--- config.mk ---
export PLATFORM = sky130hd
export DESIGN_NAME = frogger_player_fsm_flat
export DESIGN_NICKNAME = d
export VERILOG_FILES = /design/src/rtl/frogger_pkg.sv /design/src/rtl/frogger_player_fsm_if.sv /design/src/rtl/frogger_btn_edge.sv /design/src/rtl/frogger_player_fsm.sv /design/src/flat_wrapper.sv
export SDC_FILE = /design/constraint.sdc
export NUM_CORES = 1
export LEC_CHECK = 0
export ABC_AREA = 0
export CAP_MARGIN = 10
export CORE_MARGIN = 2
export CORE_UTILIZATION = 50
export DETAILED_ROUTE_END_ITERATION = 6
export HOLD_SLACK_MARGIN = 0.08
export PLACE_DENSITY = 0.72
export REMOVE_ABC_BUFFERS = 1
export SETUP_SLACK_MARGIN = 0.2
export SYNTH_ARGS = -nofsm -noshare
export SYNTH_HDL_FRONTEND = slang
export SYNTH_HIERARCHICAL = 1
export SYNTH_SLANG_ARGS = --single-unit
--- constraint.sdc ---
create_clock -name i_Clk -period 3 [get_ports i_Clk]
set_input_delay 0.45 -clock i_Clk [delete_from_list [all_inputs] [get_ports i_Clk]]
set_output_delay 0.45 -clock i_Clk [all_outputs]
set_load 0.05 [all_outputs]
--- src/rtl/frogger_pkg.sv ---
// rtl/frogger_pkg.sv - shared frogger state encoding, tile codes and playfield defaults
package frogger_pkg;

  typedef enum logic [1:0] {
    ST_PLAY      = 2'd0,
    ST_DYING     = 2'd1,
    ST_GAME_OVER = 2'd2
  } state_e;

  localparam logic [3:0] TILE_GRASS = 4'd0;
  localparam logic [3:0] TILE_ROAD  = 4'd1;
  localparam logic [3:0] TILE_WATER = 4'd2;
  localparam logic [3:0] TILE_LOG   = 4'd3;
  localparam logic [3:0] TILE_GOAL  = 4'd4;

  localparam int DEF_GAME_WIDTH  = 20;
  localparam int DEF_GAME_HEIGHT = 15;

  // Bit positions of the buttons inside the packed edge-detector vector.
  localparam int BTN_UP    = 0;
  localparam int BTN_DOWN  = 1;
  localparam int BTN_LEFT  = 2;
  localparam int BTN_RIGHT = 3;

endpackage

--- src/rtl/frogger_player_fsm_if.sv ---
// rtl/frogger_player_fsm_if.sv - button/tile inputs and position/score outputs of the player controller
interface frogger_player_fsm_if #(
  parameter int POS_W   = 6,
  parameter int SCORE_W = 7
);
  logic               i_Up_Mvt;
  logic               i_Down_Mvt;
  logic               i_Left_Mvt;
  logic               i_Right_Mvt;
  logic               i_Collided;
  logic [3:0]         i_Tile_Data;
  logic               i_On_Log;
  logic               i_Log_Dir;
  logic [POS_W-1:0]   o_Frogger_X;
  logic [POS_W-1:0]   o_Frogger_Y;
  logic [SCORE_W-1:0] o_Score;
  logic [2:0]         o_Lives;
  logic               o_Dead;
  logic               o_Game_Over;
  logic               o_Score_Pulse;

  modport master (
    output i_Up_Mvt, i_Down_Mvt, i_Left_Mvt, i_Right_Mvt,
    output i_Collided, i_Tile_Data, i_On_Log, i_Log_Dir,
    input  o_Frogger_X, o_Frogger_Y, o_Score, o_Lives,
    input  o_Dead, o_Game_Over, o_Score_Pulse
  );

  modport slave (
    input  i_Up_Mvt, i_Down_Mvt, i_Left_Mvt, i_Right_Mvt,
    input  i_Collided, i_Tile_Data, i_On_Log, i_Log_Dir,
    output o_Frogger_X, o_Frogger_Y, o_Score, o_Lives,
    output o_Dead, o_Game_Over, o_Score_Pulse
  );
endinterface

--- src/rtl/frogger_btn_edge.sv ---
// rtl/frogger_btn_edge.sv - four-channel rising-edge detector for the debounced buttons
module frogger_btn_edge (
  input  logic       clk,
  input  logic       rst,
  input  logic [3:0] btn,
  output logic [3:0] rise
);

  logic [3:0] prev_q;
  logic [3:0] prev_d;

  always_comb begin
    prev_d = btn;
  end

  // Loading live levels during reset keeps a button held through reset from firing on release.
  always_ff @(posedge clk) begin
    if (rst) prev_q <= btn;
    else     prev_q <= prev_d;
  end

  assign rise = btn & ~prev_q;

endmodule

--- src/rtl/frogger_player_fsm.sv ---
// rtl/frogger_player_fsm.sv - frog position, score, lives and PLAY/DYING/GAME_OVER state machine
module frogger_player_fsm #(
  parameter int         GAME_WIDTH      = frogger_pkg::DEF_GAME_WIDTH,
  parameter int         GAME_HEIGHT     = frogger_pkg::DEF_GAME_HEIGHT,
  parameter int         ORIG_X          = 10,
  parameter int         ORIG_Y          = 14,
  parameter int         POS_W           = 6,
  parameter int         SCORE_W         = 7,
  parameter int         LIVES           = 3,
  parameter int         LOG_DRIFT_COUNT = 39000000,
  parameter int         RESPAWN_COUNT   = 12500000,
  parameter logic [3:0] TILE_GOAL       = frogger_pkg::TILE_GOAL,
  parameter logic [3:0] TILE_WATER      = frogger_pkg::TILE_WATER
) (
  input logic                 i_Clk,
  input logic                 i_Reset,
  frogger_player_fsm_if.slave bus
);

  import frogger_pkg::state_e;
  import frogger_pkg::ST_PLAY;
  import frogger_pkg::ST_DYING;
  import frogger_pkg::ST_GAME_OVER;
  import frogger_pkg::BTN_UP;
  import frogger_pkg::BTN_DOWN;
  import frogger_pkg::BTN_LEFT;
  import frogger_pkg::BTN_RIGHT;

  localparam int DRIFT_W = (LOG_DRIFT_COUNT > 1) ? $clog2(LOG_DRIFT_COUNT) : 1;
  localparam int RESP_W  = (RESPAWN_COUNT > 1) ? $clog2(RESPAWN_COUNT) : 1;

  localparam logic [DRIFT_W-1:0] DRIFT_MAX = DRIFT_W'(LOG_DRIFT_COUNT - 1);
  localparam logic [DRIFT_W-1:0] DRIFT_ONE = DRIFT_W'(1);
  localparam logic [RESP_W-1:0]  RESP_MAX  = RESP_W'(RESPAWN_COUNT - 1);
  localparam logic [RESP_W-1:0]  RESP_ONE  = RESP_W'(1);
  localparam logic [POS_W-1:0]   X_MAX     = POS_W'(GAME_WIDTH - 1);
  localparam logic [POS_W-1:0]   Y_MAX     = POS_W'(GAME_HEIGHT - 1);
  localparam logic [POS_W-1:0]   X_ORIG    = POS_W'(ORIG_X);
  localparam logic [POS_W-1:0]   Y_ORIG    = POS_W'(ORIG_Y);
  localparam logic [POS_W-1:0]   POS_ONE   = POS_W'(1);
  localparam logic [SCORE_W-1:0] SCORE_MAX = {SCORE_W{1'b1}};
  localparam logic [SCORE_W-1:0] SCORE_ONE = SCORE_W'(1);
  localparam logic [2:0]         LIVES_INIT = 3'(LIVES);

  state_e               state_q, state_d;
  logic [POS_W-1:0]     x_q, x_d, y_q, y_d;
  logic [SCORE_W-1:0]   score_q, score_d;
  logic [2:0]           lives_q, lives_d;
  logic                 moved_q, moved_d;
  logic                 pulse_q, pulse_d;
  logic                 dead_q, dead_d;
  logic                 over_q, over_d;
  logic [DRIFT_W-1:0]   drift_q, drift_d;
  logic [RESP_W-1:0]    resp_q, resp_d;

  logic [3:0]           rise;
  logic                 move_ok, move_taken;
  logic [POS_W-1:0]     move_x, move_y;
  logic                 drift_tick, drift_oob;
  logic                 water_death, goal_row, death, goal;

  frogger_btn_edge u_btn_edge (
    .clk  (i_Clk),
    .rst  (i_Reset),
    .btn  ({bus.i_Right_Mvt, bus.i_Left_Mvt, bus.i_Down_Mvt, bus.i_Up_Mvt}),
    .rise (rise)
  );

  // Highest-priority edge is selected first; a boundary then cancels it rather than passing to the next button.
  always_comb begin
    move_ok = 1'b0;
    move_x  = x_q;
    move_y  = y_q;
    if (rise[BTN_UP]) begin
      move_ok = (y_q != '0);
      move_y  = y_q - POS_ONE;
    end else if (rise[BTN_DOWN]) begin
      move_ok = (y_q != Y_MAX);
      move_y  = y_q + POS_ONE;
    end else if (rise[BTN_LEFT]) begin
      move_ok = (x_q != '0);
      move_x  = x_q - POS_ONE;
    end else if (rise[BTN_RIGHT]) begin
      move_ok = (x_q != X_MAX);
      move_x  = x_q + POS_ONE;
    end
  end

  // Tile-based checks wait one cycle after a position change because the tile lookup lags the position.
  assign drift_tick  = bus.i_On_Log && (drift_q == DRIFT_MAX);
  assign drift_oob   = bus.i_Log_Dir ? (x_q == X_MAX) : (x_q == '0);
  assign water_death = !moved_q && (bus.i_Tile_Data == TILE_WATER) && !bus.i_On_Log;
  assign goal_row    = !moved_q && (y_q == '0);
  assign death       = bus.i_Collided || water_death ||
                       (goal_row && (bus.i_Tile_Data != TILE_GOAL)) ||
                       (drift_tick && drift_oob);
  assign goal        = goal_row && (bus.i_Tile_Data == TILE_GOAL);

  always_comb begin
    state_d    = state_q;
    x_d        = x_q;
    y_d        = y_q;
    score_d    = score_q;
    lives_d    = lives_q;
    moved_d    = 1'b0;
    pulse_d    = 1'b0;
    drift_d    = '0;
    resp_d     = '0;
    move_taken = 1'b0;
    case (state_q)
      ST_PLAY: begin
        if (death) begin
          lives_d = lives_q - 3'd1;
          state_d = (lives_q == 3'd1) ? ST_GAME_OVER : ST_DYING;
          x_d     = X_ORIG;
          y_d     = Y_ORIG;
          moved_d = 1'b1;
        end else if (goal) begin
          if (score_q != SCORE_MAX) score_d = score_q + SCORE_ONE;
          pulse_d = 1'b1;
          x_d     = X_ORIG;
          y_d     = Y_ORIG;
          moved_d = 1'b1;
        end else if (move_ok) begin
          move_taken = 1'b1;
          x_d        = move_x;
          y_d        = move_y;
          moved_d    = 1'b1;
        end else if (drift_tick) begin
          x_d     = bus.i_Log_Dir ? (x_q + POS_ONE) : (x_q - POS_ONE);
          moved_d = 1'b1;
        end
        if (bus.i_On_Log && !move_taken) begin
          drift_d = drift_tick ? '0 : (drift_q + DRIFT_ONE);
        end
      end
      ST_DYING: begin
        x_d = X_ORIG;
        y_d = Y_ORIG;
        if (resp_q == RESP_MAX) begin
          state_d = ST_PLAY;
          moved_d = 1'b1;
        end else begin
          resp_d = resp_q + RESP_ONE;
        end
      end
      ST_GAME_OVER: begin
        x_d = X_ORIG;
        y_d = Y_ORIG;
        if (rise[BTN_UP]) begin
          state_d = ST_PLAY;
          score_d = '0;
          lives_d = LIVES_INIT;
          moved_d = 1'b1;
        end
      end
      default: state_d = ST_PLAY;
    endcase
    dead_d = (state_d == ST_DYING);
    over_d = (state_d == ST_GAME_OVER);
  end

  always_ff @(posedge i_Clk) begin
    if (i_Reset) begin
      state_q <= ST_PLAY;
      x_q     <= X_ORIG;
      y_q     <= Y_ORIG;
      score_q <= '0;
      lives_q <= LIVES_INIT;
      moved_q <= 1'b0;
      pulse_q <= 1'b0;
      dead_q  <= 1'b0;
      over_q  <= 1'b0;
      drift_q <= '0;
      resp_q  <= '0;
    end else begin
      state_q <= state_d;
      x_q     <= x_d;
      y_q     <= y_d;
      score_q <= score_d;
      lives_q <= lives_d;
      moved_q <= moved_d;
      pulse_q <= pulse_d;
      dead_q  <= dead_d;
      over_q  <= over_d;
      drift_q <= drift_d;
      resp_q  <= resp_d;
    end
  end

  assign bus.o_Frogger_X   = x_q;
  assign bus.o_Frogger_Y   = y_q;
  assign bus.o_Score       = score_q;
  assign bus.o_Lives       = lives_q;
  assign bus.o_Dead        = dead_q;
  assign bus.o_Game_Over   = over_q;
  assign bus.o_Score_Pulse = pulse_q;

endmodule

--- src/flat_wrapper.sv ---
// flat-port wrapper written by rule: the top's interface ports become plain ports
module frogger_player_fsm_flat import frogger_pkg::state_e; import frogger_pkg::ST_PLAY; import frogger_pkg::ST_DYING; import frogger_pkg::ST_GAME_OVER; import frogger_pkg::BTN_UP; import frogger_pkg::BTN_DOWN; import frogger_pkg::BTN_LEFT; import frogger_pkg::BTN_RIGHT;
#(
  parameter int         GAME_WIDTH      = frogger_pkg::DEF_GAME_WIDTH,
  parameter int         GAME_HEIGHT     = frogger_pkg::DEF_GAME_HEIGHT,
  parameter int         ORIG_X          = 10,
  parameter int         ORIG_Y          = 14,
  parameter int         POS_W           = 6,
  parameter int         SCORE_W         = 7,
  parameter int         LIVES           = 3,
  parameter int         LOG_DRIFT_COUNT = 39000000,
  parameter int         RESPAWN_COUNT   = 12500000,
  parameter logic [3:0] TILE_GOAL       = frogger_pkg::TILE_GOAL,
  parameter logic [3:0] TILE_WATER      = frogger_pkg::TILE_WATER
)
  (i_Clk, i_Reset, bus_i_Up_Mvt, bus_i_Down_Mvt, bus_i_Left_Mvt, bus_i_Right_Mvt, bus_i_Collided, bus_i_Tile_Data, bus_i_On_Log, bus_i_Log_Dir, bus_o_Frogger_X, bus_o_Frogger_Y, bus_o_Score, bus_o_Lives, bus_o_Dead, bus_o_Game_Over, bus_o_Score_Pulse);
  frogger_player_fsm_if #(.POS_W(POS_W), .SCORE_W(SCORE_W)) bus_i ();
  input logic i_Clk;
  input logic i_Reset;
  input wire logic [$bits(bus_i.i_Up_Mvt)-1:0] bus_i_Up_Mvt;
  input wire logic [$bits(bus_i.i_Down_Mvt)-1:0] bus_i_Down_Mvt;
  input wire logic [$bits(bus_i.i_Left_Mvt)-1:0] bus_i_Left_Mvt;
  input wire logic [$bits(bus_i.i_Right_Mvt)-1:0] bus_i_Right_Mvt;
  input wire logic [$bits(bus_i.i_Collided)-1:0] bus_i_Collided;
  input wire logic [$bits(bus_i.i_Tile_Data)-1:0] bus_i_Tile_Data;
  input wire logic [$bits(bus_i.i_On_Log)-1:0] bus_i_On_Log;
  input wire logic [$bits(bus_i.i_Log_Dir)-1:0] bus_i_Log_Dir;
  output wire logic [$bits(bus_i.o_Frogger_X)-1:0] bus_o_Frogger_X;
  output wire logic [$bits(bus_i.o_Frogger_Y)-1:0] bus_o_Frogger_Y;
  output wire logic [$bits(bus_i.o_Score)-1:0] bus_o_Score;
  output wire logic [$bits(bus_i.o_Lives)-1:0] bus_o_Lives;
  output wire logic [$bits(bus_i.o_Dead)-1:0] bus_o_Dead;
  output wire logic [$bits(bus_i.o_Game_Over)-1:0] bus_o_Game_Over;
  output wire logic [$bits(bus_i.o_Score_Pulse)-1:0] bus_o_Score_Pulse;
  assign bus_i.i_Up_Mvt = bus_i_Up_Mvt;
  assign bus_i.i_Down_Mvt = bus_i_Down_Mvt;
  assign bus_i.i_Left_Mvt = bus_i_Left_Mvt;
  assign bus_i.i_Right_Mvt = bus_i_Right_Mvt;
  assign bus_i.i_Collided = bus_i_Collided;
  assign bus_i.i_Tile_Data = bus_i_Tile_Data;
  assign bus_i.i_On_Log = bus_i_On_Log;
  assign bus_i.i_Log_Dir = bus_i_Log_Dir;
  assign bus_o_Frogger_X = bus_i.o_Frogger_X;
  assign bus_o_Frogger_Y = bus_i.o_Frogger_Y;
  assign bus_o_Score = bus_i.o_Score;
  assign bus_o_Lives = bus_i.o_Lives;
  assign bus_o_Dead = bus_i.o_Dead;
  assign bus_o_Game_Over = bus_i.o_Game_Over;
  assign bus_o_Score_Pulse = bus_i.o_Score_Pulse;
  frogger_player_fsm #(.GAME_WIDTH(GAME_WIDTH), .GAME_HEIGHT(GAME_HEIGHT), .ORIG_X(ORIG_X), .ORIG_Y(ORIG_Y), .POS_W(POS_W), .SCORE_W(SCORE_W), .LIVES(LIVES), .LOG_DRIFT_COUNT(LOG_DRIFT_COUNT), .RESPAWN_COUNT(RESPAWN_COUNT), .TILE_GOAL(TILE_GOAL), .TILE_WATER(TILE_WATER)) u_core (.i_Clk(i_Clk), .i_Reset(i_Reset), .bus(bus_i));
endmodule
==> run summary <==
CP Data Required Time -> 3300 ps
Via count -> 3716
CTS Sinks -> 82
Largest net degree at the start of global routing -> 27
Skew final -> 12.8 ps
Yosys cell types -> 54
CTS HTree Levels -> 3
Wire per inst -> 14.2 µm
First-pass GRT wire length -> 15.8 mm
Setup_tns -> 0 ps
Latest clock arrival within the worst-skew pair -> 350 ps
Post-route ant nets -> 0
Dpl cells -> 653
Max-slew violations -> 0
Hold crit path type -> register to register
Share of layout cells above drive strength 1 -> 14.7%
Cells after Synth -> 502
Iter 0 DRT Violations -> 145
Post-DP HPWL -> 6.77 mm
Final Hold Viols -> 0
Fillers -> 697
Arrival time at the worst endpoint -> 3170 ps
Largest cells by area after synthesis -> dfxtp_1 (39%), nor2_1 (6.9%), xor2_1 (5.6%)
Total track usage -> 22.0%
Final Wtd Congestion -> 0.873
Total die area -> 9200 µm²
Max cap viols -> 0
WL final -> 9.51 mm
Clk pin slew, worst setup/hold paths -> 80 ps
Pwr/cell area -> 461 nW/µm²
PortBufs -> 37
Crit. End Element -> register
# setup viols final -> 0
CTS Root Cell -> clkbuf_8
Site row count -> 33
Area leader, netlist -> dfxtp_1
Vias/cell -> 5.55
I/O pin cnt -> 38
Warnings from Yosys -> 6
Initial antenna violation count -> 0
Drt drc -> 0
Top-count cell post-synth -> dfxtp_1
CTS max path bufs -> 2
Synthesized flop and latch total -> 82
Worst Path Max Fanout -> 6
Top cells by count, synth -> dfxtp_1 (82), nor2_1 (78), nand3_1 (39)
Final Non-Filler Cells -> 670
Pre-Repair DR Iteration Count -> 4
Number of clock buffers inserted by TritonCTS -> 9
Startpoint class of the critical path -> register
Minimum clock period -> 2880 ps
Status -> completed
Unrepaired setup endpoints after global routing -> yes
Total congestion overflow -> 0
Post-route core utilization -> 63.4%
Initial core utilization -> 51.4%
Nets -> 591
Inserted Diodes -> 0
Synth top area share -> 38.9%
Sequential element share of the synthesized area -> 38.9%
DIE HEIGHT -> 95.9 µm
Max Fclk -> 348 MHz
Syn Std Cell Area -> 4220 µm²
Cts hold-fix bufs -> 0
Die X -> 95.9 µm
Slew @ Worst Pin -> 762 ps
Vias in the first global route -> 3514
Slew HR -> 48.8%
Peak VDD IR -> 0.000217 V
Top_reg_cell synth -> dfxtp_1
Mean area per synthesized cell -> 8.41 µm²
Leakage power -> 1.91 nW
CTS tree -> built
Area Overhead vs Synth -> 23.4%
Async S/R FF share, synth -> 0%
Core footprint -> 8220 µm²
Final Cycle Share -> 95.9%
Post-synth EDFFs -> 0
Critical path type -> register to register
[kinds of logic after synthesis]
group / after synthesis / share of synthesized area (%)
compound gates: 54 / 8.74
simple gates: 252 / 31.0
fa+ha+maj: 17 / 5.21
xor+xnor: 52 / 10.8
mux: 5 / 1.24
buf+inv: 40 / 4.18
flops: 82 / 38.9
[worst max-delay path, stage by stage, from the launching register on]
cell,delay (ps)
dfxtp_2,330
or4_4,530
or4_4,550
or4b_4,570
a41oi_4,230
nor2_4,70
buf_4,170
nor4_4,260
a21o_1,120
[per-layer routing]
| layer | wire length (µm) | global-route usage (%) | vias up |
|---|---|---|---|
| met3 | 317 | 3.37 | 22 |
| met1 | 4450 | 28.4 | 1749 |
| met2 | 4510 | 36.0 | 66 |
| met4 | 224 | 10.1 | 0 |
| met5 | 0 | 0 | - |
| li1 | - | - | 1879 |
[final cells by class]
type                            instances  area (µm²)  share of cell area, %
Multi-Input combinational cell        380        2550                   49.0
Timing Repair Buffer                   65         598                   11.5
Clock buffer                           11         151                   2.91
Tap cell                              105         131                   2.52
Clock inverter                          4        48.8                  0.936
Sequential cell                        82        1640                   31.5
Inverter                               23        86.3                   1.66
[final timing paths]
path	from	to	slack (ps)	cells past startpoint
hold reg to reg	u_core/drift_q[0]$_SDFF_PP0_	u_core/drift_q[0]$_SDFF_PP0_	460	1
setup / recovery	u_core/drift_q[11]$_SDFF_PP0_	u_core/bus.o_Frogger_X[5]$_SDFFE_PP0P_	120	8
setup reg to reg	u_core/drift_q[11]$_SDFF_PP0_	u_core/bus.o_Frogger_X[5]$_SDFFE_PP0P_	120	8
hold / removal	u_core/drift_q[0]$_SDFF_PP0_	u_core/drift_q[0]$_SDFF_PP0_	460	1
[flip-flops by register name (all words and copies together), names as in the netlist]
name	count
u_core/moved_q	1
u_core/bus.o_Frogger_Y	6
u_core/bus.o_Dead	1
u_core/bus.o_Frogger_X	6
u_core/resp_q	24
u_core/bus.o_Score_Pulse	1
u_core/u_btn_edge/prev_q	4
u_core/state_q	2
u_core/bus.o_Lives	3
u_core/bus.o_Game_Over	1
u_core/drift_q	26
u_core/bus.o_Score	7
[metrics by stage]
stage	power (mW)	cell area, µm²	hold slack [ps]	worst slack (ps)
finish	2.40	5210	461	124
global route	2.50	5210	491	31.6
CTS	2.41	5150	459	123
detailed placement	1.57	4840	442	-145
global placement	1.56	4840	429	-109
floorplan	1.43	4130	418	24.4
[timing repair]
action | 4_1_cts | 5_1_grt
pin swaps | 11 | 7
buffers inserted | 0 | 1
setup endpoints to repair | 49 | 52
cloned | 1 | 0
resized for setup | 22 | 11
[power breakdown]
| part | total, mW | internal, mW | leakage [nW] | switching, mW |
|---|---|---|---|---|
| clock | 0.823 | 0.426 | 0.106 | 0.397 |
| combinational | 0.430 | 0.174 | 1.14 | 0.256 |
| sequential | 1.15 | 1.12 | 0.665 | 0.0343 |
| total | 2.40 | 1.72 | 1.91 | 0.688 |
[placed cells by master, fill, tap and decap left out, types with 3 or more instances in the layout]
cell,instances
nor4b_1,3
nand2_1,30
xnor2_1,25
and3_1,10
or4_4,3
nor2b_4,4
o21ai_0,6
nor4_1,7
ha_1,16
inv_1,23
mux2i_1,3
a31oi_1,8
nand3_2,3
nand3_1,36
a21o_1,6
xor2_1,27
nand4_1,15
nor3_2,5
clkdlybuf4s50_1,37
buf_4,24
nand2_2,3
clkbuf_8,11
a21oi_1,14
nor3_1,16
dfxtp_1,81
nor2_1,78
or3_1,7
and2_1,6
No activity file was read; power rests on OpenSTA's default activity.
